$ cat config.mk
export PLATFORM = sky130hd
export DESIGN_NAME = uart_tx_cfg
export DESIGN_NICKNAME = d
export VERILOG_FILES = /design/src/rtl/uart_tx_cfg.sv
export SDC_FILE = /design/constraint.sdc
export NUM_CORES = 1
export LEC_CHECK = 0
export ABC_CLOCK_PERIOD_IN_PS = 2500
export CAP_MARGIN = 20
export CORE_MARGIN = 4
export CORE_UTILIZATION = 29
export DETAILED_ROUTE_END_ITERATION = 8
export SYNTH_ARGS = -nofsm -noshare
export SYNTH_HDL_FRONTEND = slang
export SYNTH_SLANG_ARGS = --single-unit
$ cat constraint.sdc
create_clock -name clk -period 2.5 [get_ports clk]
set_input_delay 0.25 -clock clk [delete_from_list [all_inputs] [get_ports clk]]
set_output_delay 0.25 -clock clk [all_outputs]
set_load 0.005 [all_outputs]
$ cat src/rtl/uart_tx_cfg.sv
// Parametrised UART transmitter: start, N_BIT data (LSB first), optional parity, 1 or 2 stop bits.
// Optional line-break generation is built only when UART_TX_BREAK_EN is defined.
module uart_tx_cfg #(
  parameter int N_BIT = 8,
  parameter int OVS   = 16
) (
  input  logic             clk,
  input  logic             rst_n,
  input  logic             s_tick,
  input  logic             tx_start,
  input  logic [N_BIT-1:0] din,
  input  logic [1:0]       parity_mode,
  input  logic             stop2,
`ifdef UART_TX_BREAK_EN
  input  logic             tx_break,
`endif
  output logic             tx,
  output logic             tx_busy,
  output logic             tx_done_tick
);

  localparam int TW = (OVS > 1) ? $clog2(OVS) : 1;
  localparam int BW = $clog2(N_BIT + 3);
  localparam logic [TW-1:0] TICK_LAST = TW'(OVS - 1);
  localparam logic [BW-1:0] DATA_LAST = BW'(N_BIT - 1);
`ifdef UART_TX_BREAK_EN
  localparam logic [BW-1:0] BRK_LAST  = BW'(N_BIT + 1);
  localparam logic [BW-1:0] BRK_FULL  = BW'(N_BIT + 2);
`endif

  typedef enum logic [2:0] {
    IDLE,
    START,
    DATA,
    PARITY,
`ifdef UART_TX_BREAK_EN
    BREAK,
`endif
    STOP
  } state_t;

  state_t           state_q, state_d;
  logic [TW-1:0]    tick_q, tick_d;
  logic [BW-1:0]    bit_q, bit_d;
  logic [N_BIT-1:0] data_q, data_d;
  logic             par_en_q, par_en_d;
  logic             par_bit_q, par_bit_d;
  logic             stop2_q, stop2_d;
  logic             tx_q, tx_d;
  logic             busy_q, busy_d;
  logic             done_q, done_d;
  logic             bit_end;

  always_comb begin
    state_d   = state_q;
    tick_d    = tick_q;
    bit_d     = bit_q;
    data_d    = data_q;
    par_en_d  = par_en_q;
    par_bit_d = par_bit_q;
    stop2_d   = stop2_q;
    done_d    = 1'b0;
    bit_end   = s_tick && (tick_q == TICK_LAST);

    if (s_tick) tick_d = bit_end ? '0 : tick_q + 1'b1;

    case (state_q)
      IDLE: begin
        tick_d = '0;
        bit_d  = '0;
`ifdef UART_TX_BREAK_EN
        if (tx_break) begin
          state_d = BREAK;
          stop2_d = 1'b0;
        end else if (tx_start) begin
`else
        if (tx_start) begin
`endif
          state_d   = START;
          data_d    = din;
          par_en_d  = (parity_mode == 2'b01) || (parity_mode == 2'b10);
          par_bit_d = (parity_mode == 2'b10) ? ~^din : ^din;
          stop2_d   = stop2;
        end
      end
      START: begin
        if (bit_end) begin
          state_d = DATA;
          bit_d   = '0;
        end
      end
      // Data is shifted out so the line bit is always data_q[0].
      DATA: begin
        if (bit_end) begin
          data_d = data_q >> 1;
          if (bit_q == DATA_LAST) begin
            bit_d   = '0;
            state_d = par_en_q ? PARITY : STOP;
          end else begin
            bit_d = bit_q + 1'b1;
          end
        end
      end
      PARITY: begin
        if (bit_end) state_d = STOP;
      end
      STOP: begin
        if (bit_end) begin
          if (stop2_q && (bit_q == '0)) begin
            bit_d = BW'(1);
          end else begin
            bit_d   = '0;
            state_d = IDLE;
            done_d  = 1'b1;
          end
        end
      end
`ifdef UART_TX_BREAK_EN
      // bit_q counts elapsed bit periods and saturates once the minimum break has passed.
      BREAK: begin
        if (bit_q == BRK_FULL) begin
          if (!tx_break) begin
            state_d = STOP;
            tick_d  = '0;
            bit_d   = '0;
          end
        end else if (bit_end) begin
          if ((bit_q == BRK_LAST) && !tx_break) begin
            state_d = STOP;
            bit_d   = '0;
          end else begin
            bit_d = bit_q + 1'b1;
          end
        end
      end
`endif
      default: state_d = IDLE;
    endcase

    case (state_d)
      START:   tx_d = 1'b0;
      DATA:    tx_d = data_d[0];
      PARITY:  tx_d = par_bit_q;
`ifdef UART_TX_BREAK_EN
      BREAK:   tx_d = 1'b0;
`endif
      default: tx_d = 1'b1;
    endcase

    busy_d = (state_d != IDLE);
  end

  always_ff @(posedge clk or negedge rst_n) begin
    if (!rst_n) begin
      state_q   <= IDLE;
      tick_q    <= '0;
      bit_q     <= '0;
      data_q    <= '0;
      par_en_q  <= 1'b0;
      par_bit_q <= 1'b0;
      stop2_q   <= 1'b0;
      tx_q      <= 1'b1;
      busy_q    <= 1'b0;
      done_q    <= 1'b0;
    end else begin
      state_q   <= state_d;
      tick_q    <= tick_d;
      bit_q     <= bit_d;
      data_q    <= data_d;
      par_en_q  <= par_en_d;
      par_bit_q <= par_bit_d;
      stop2_q   <= stop2_d;
      tx_q      <= tx_d;
      busy_q    <= busy_d;
      done_q    <= done_d;
    end
  end

  assign tx           = tx_q;
  assign tx_busy      = busy_q;
  assign tx_done_tick = done_q;

endmodule

==> impl_metrics.ini <==
[status]
status = completed

[cts]
cts_buffers = 3
ctsResizeCount = 0
cts-root-buf = clkbuf_8
cts_hold_buffers = 0
htree_num_levels = 1
cts_setup_buffers = 0
tritoncts = done
cts_sinks = 25
clkTransAtPathRegs_ns = 0.08
clock_latency_ns = 0.26
cts_buffer_depth = 2

[cells_and_area]
layout-drive-gt1-share_pct = 3.90
n_antenna_cell = 0
area_growth_pct = 18.2
fin_nets = 174
layout_commonest_cell = dfrtp_1
fill_cells = 478
most-common-layout-cells = dfrtp_1, clkdlybuf4s50_1, nand2_1, nor2_1, inv_1

[setup_path]
start_kind = flop
slowest_stage = and4_1
cp.arrival_ns = 2.16
worstPathMaxFanout = 11
worst-setup-path-type = reg2reg
endpoint_kind = flop
cp_data_required_time_ns = 2.66
cp_cell_sequence = ha_1 > and4_1 > and3_1 > nor2_1 > a21o_1
cpPeakStageDelay_ns = 0.44

[synth]
synth_area_leaders = dfrtp_1, a22o_1, nand2_1
synth_top_cell_by_area = dfrtp_1
synthDistinctLibCells = 42
synth_nets = 158
synth.avg_cell_area_um2 = 10.2
synthCells = 139
syn-cell-area_mm2 = 0.00141
ys_seq_area_share_pct = 44.4
ys_ff_latch = 25
yosysTopAreaCellShare_pct = 42.6
yosys_warnings = 0

[die]
die_h_um = 77.8
start_util_pct = 29.9
die_area_mm2 = 0.00605
pin_count = 18
fp-row-count = 25
die_w_um = 77.8
core-area_mm2 = 0.00472

[timing]
rsz0062_at_grt = no
max_freq_ghz = 0.499
timing.final.ws_setup_ns = 0.494
relSlewSlack_pct = 58.1
hold-worst-slack_ns = 0.341
final-setup-viol-count = 0
slew_viol_final = 0
setup_tns_ns = 0
tightest_slew_ns = 0.629
fin_worst_skew_ns = 0.00354
period_share_pct = 80.2
hold_viol = 0
fin_crit_ns = 2.01

[global_routing]
grt_pass1_vias = 1086
grt_antenna_before_repair = 0
grt_max_degree = 26
grtUsageTotal_pct = 10.7
grt_overflow = 0
grt_pass1_wl_um = 5220

[place]
portBuffers = 17
dpl.hpwl_um = 2260
dp_slack_ns = 0.261
gp_congestion = 0.784

[pwr]
sw_frac_of_total_pct = 36.1
internal-power_w = 0.000960
power.switching_w = 0.000543
clock_power_share_pct = 15.6
cellPowerDensity_mw_per_mm2 = 901
combPwrFrac_pct = 35.0
seq_power_share_pct = 49.4
p_leak_nw = 0.748
ir_drop_v = 0.000312

[routing]
dr.first_iter.drc_count = 111
vias_per_cell = 4.92
post_drt_wl_per_cell_um = 13.3
drtAntennaViolNets = 0
dr_total_vias = 1087
wirelength_um = 2940
dr.pass1.iters = 4
drc_errors = 0

[job]
maxCapViolations = 0

[worst_hold_path]
hold_path.class = in2async
-- cells in the mapped netlist --
cell type / n
a211o_1: 1
a211oi_1: 3
a21o_1: 6
a21oi_1: 5
a221oi_1: 1
a22o_1: 7
a31oi_1: 1
a32oi_1: 1
and3_1: 2
and3b_1: 1
and4_1: 1
buf_2: 4
buf_4: 1
buf_6: 2
dfrtp_1: 24
dfstp_2: 1
ha_1: 4
inv_1: 8
mux2_1: 1
mux2i_1: 5
nand2_1: 15
nand3_1: 3
nand4_1: 2
nand4bb_1: 1
nor2_1: 10
nor2b_1: 2
nor3_1: 2
nor4_1: 1
nor4b_4: 1
nor4bb_1: 1
o2111ai_1: 1
o21ai_0: 5
o22ai_1: 1
o2bb2ai_1: 1
o32ai_1: 1
or2_1: 1
or3_1: 1
or3b_1: 2
or4b_1: 1
xnor2_1: 4
xnor3_1: 1
xor2_1: 3
-- power groups by stage --
| stage | registers, W | logic, W | clock network [W] |
|---|---|---|---|
| after floorplan | 0.000674 | 0.000432 | 0 |
| after global placement | 0.000737 | 0.000500 | 0 |
| after detailed placement | 0.000745 | 0.000536 | 0 |
| after CTS | 0.000739 | 0.000537 | 0.000248 |
| after global routing | 0.000770 | 0.000598 | 0.000261 |
| final | 0.000743 | 0.000526 | 0.000235 |
-- worst max-delay path, delay by kind of cell, from the launching register on --
| family | cells | cell delay (ns) |
|---|---|---|
| compound gates | 1 | 0.23 |
| fa+ha+maj | 1 | 0.22 |
| flops | 1 | 0.41 |
| simple gates | 3 | 1.03 |
-- final timing paths --
check | start | end | slack [ns] | cells past startpoint
hold reg to reg | data_q[5]$_DFFE_PN0P_ | data_q[5]$_DFFE_PN0P_ | 0.48 | 1
setup reg to reg | tick_q[0]$_DFFE_PN0P_ | data_q[1]$_DFFE_PN0P_ | 0.49 | 5
setup / recovery | tick_q[0]$_DFFE_PN0P_ | data_q[1]$_DFFE_PN0P_ | 0.49 | 5
min in group clk | data_q[5]$_DFFE_PN0P_ | data_q[5]$_DFFE_PN0P_ | 0.48 | 1
hold / removal | rst_n | bit_q[3]$_DFFE_PN0P_ | 0.34 | 2
max in group asynchronous | rst_n | tx$_DFF_PN1_ | 1.86 | 2
-- through the flow --
| stage | instances | utilization [%] | total power, W | cell area, um^2 |
|---|---|---|---|---|
| global placement | 217 | 34.4 | 0.00124 | 1620 |
| detailed placement | 217 | 34.4 | 0.00128 | 1620 |
| CTS | 221 | 35.3 | 0.00152 | 1670 |
| finish | 221 | 35.3 | 0.00150 | 1670 |
| floorplan | 139 | - | 0.00111 | 1410 |
| global route | 221 | 35.3 | 0.00163 | 1670 |
-- final cells by class --
cell class	count	area [um^2]	area share, %
multi-input combinational	99	704	42.2
sequential	25	627	37.6
timing repair buffer	18	178	10.7
tap	67	83.8	5.03
clock buffer	4	45.0	2.70
inverter	8	30.0	1.80
-- metal layers --
layer | GRT usage, % | wire length (um) | up-vias
li1 | - | - | 531
met1 | 13.7 | 1280 | 522
met2 | 17.7 | 1470 | 30
met3 | 2.55 | 147 | 4
met4 | 3.38 | 35 | 0
met5 | 0 | 0 | -
-- flip-flops by register name, indices dropped and copies added, names as in the netlist --
| signal | cells |
|---|---|
| tx_done_tick | 1 |
| par_bit_q | 1 |
| bit_q | 4 |
| stop2_q | 1 |
| data_q | 8 |
| tx_busy | 1 |
| tx | 1 |
| par_en_q | 1 |
| state_q | 3 |
| tick_q | 4 |
-- cell families (layout without fill, tap and decap cells) --
logic type / after synthesis / after routing / synth area share, %
DFF: 25 / 25 / 44.4
buffers and inverters: 15 / 30 / 5.67
xor gates and xnor gates: 8 / 8 / 5.94
muxes: 6 / 6 / 4.34
adders and majority gates: 4 / 4 / 3.55
and+or+nand+nor: 47 / 47 / 18.8
AOI/OAI and AO/OA: 34 / 34 / 17.3
Power figures use the tool's default switching activity.
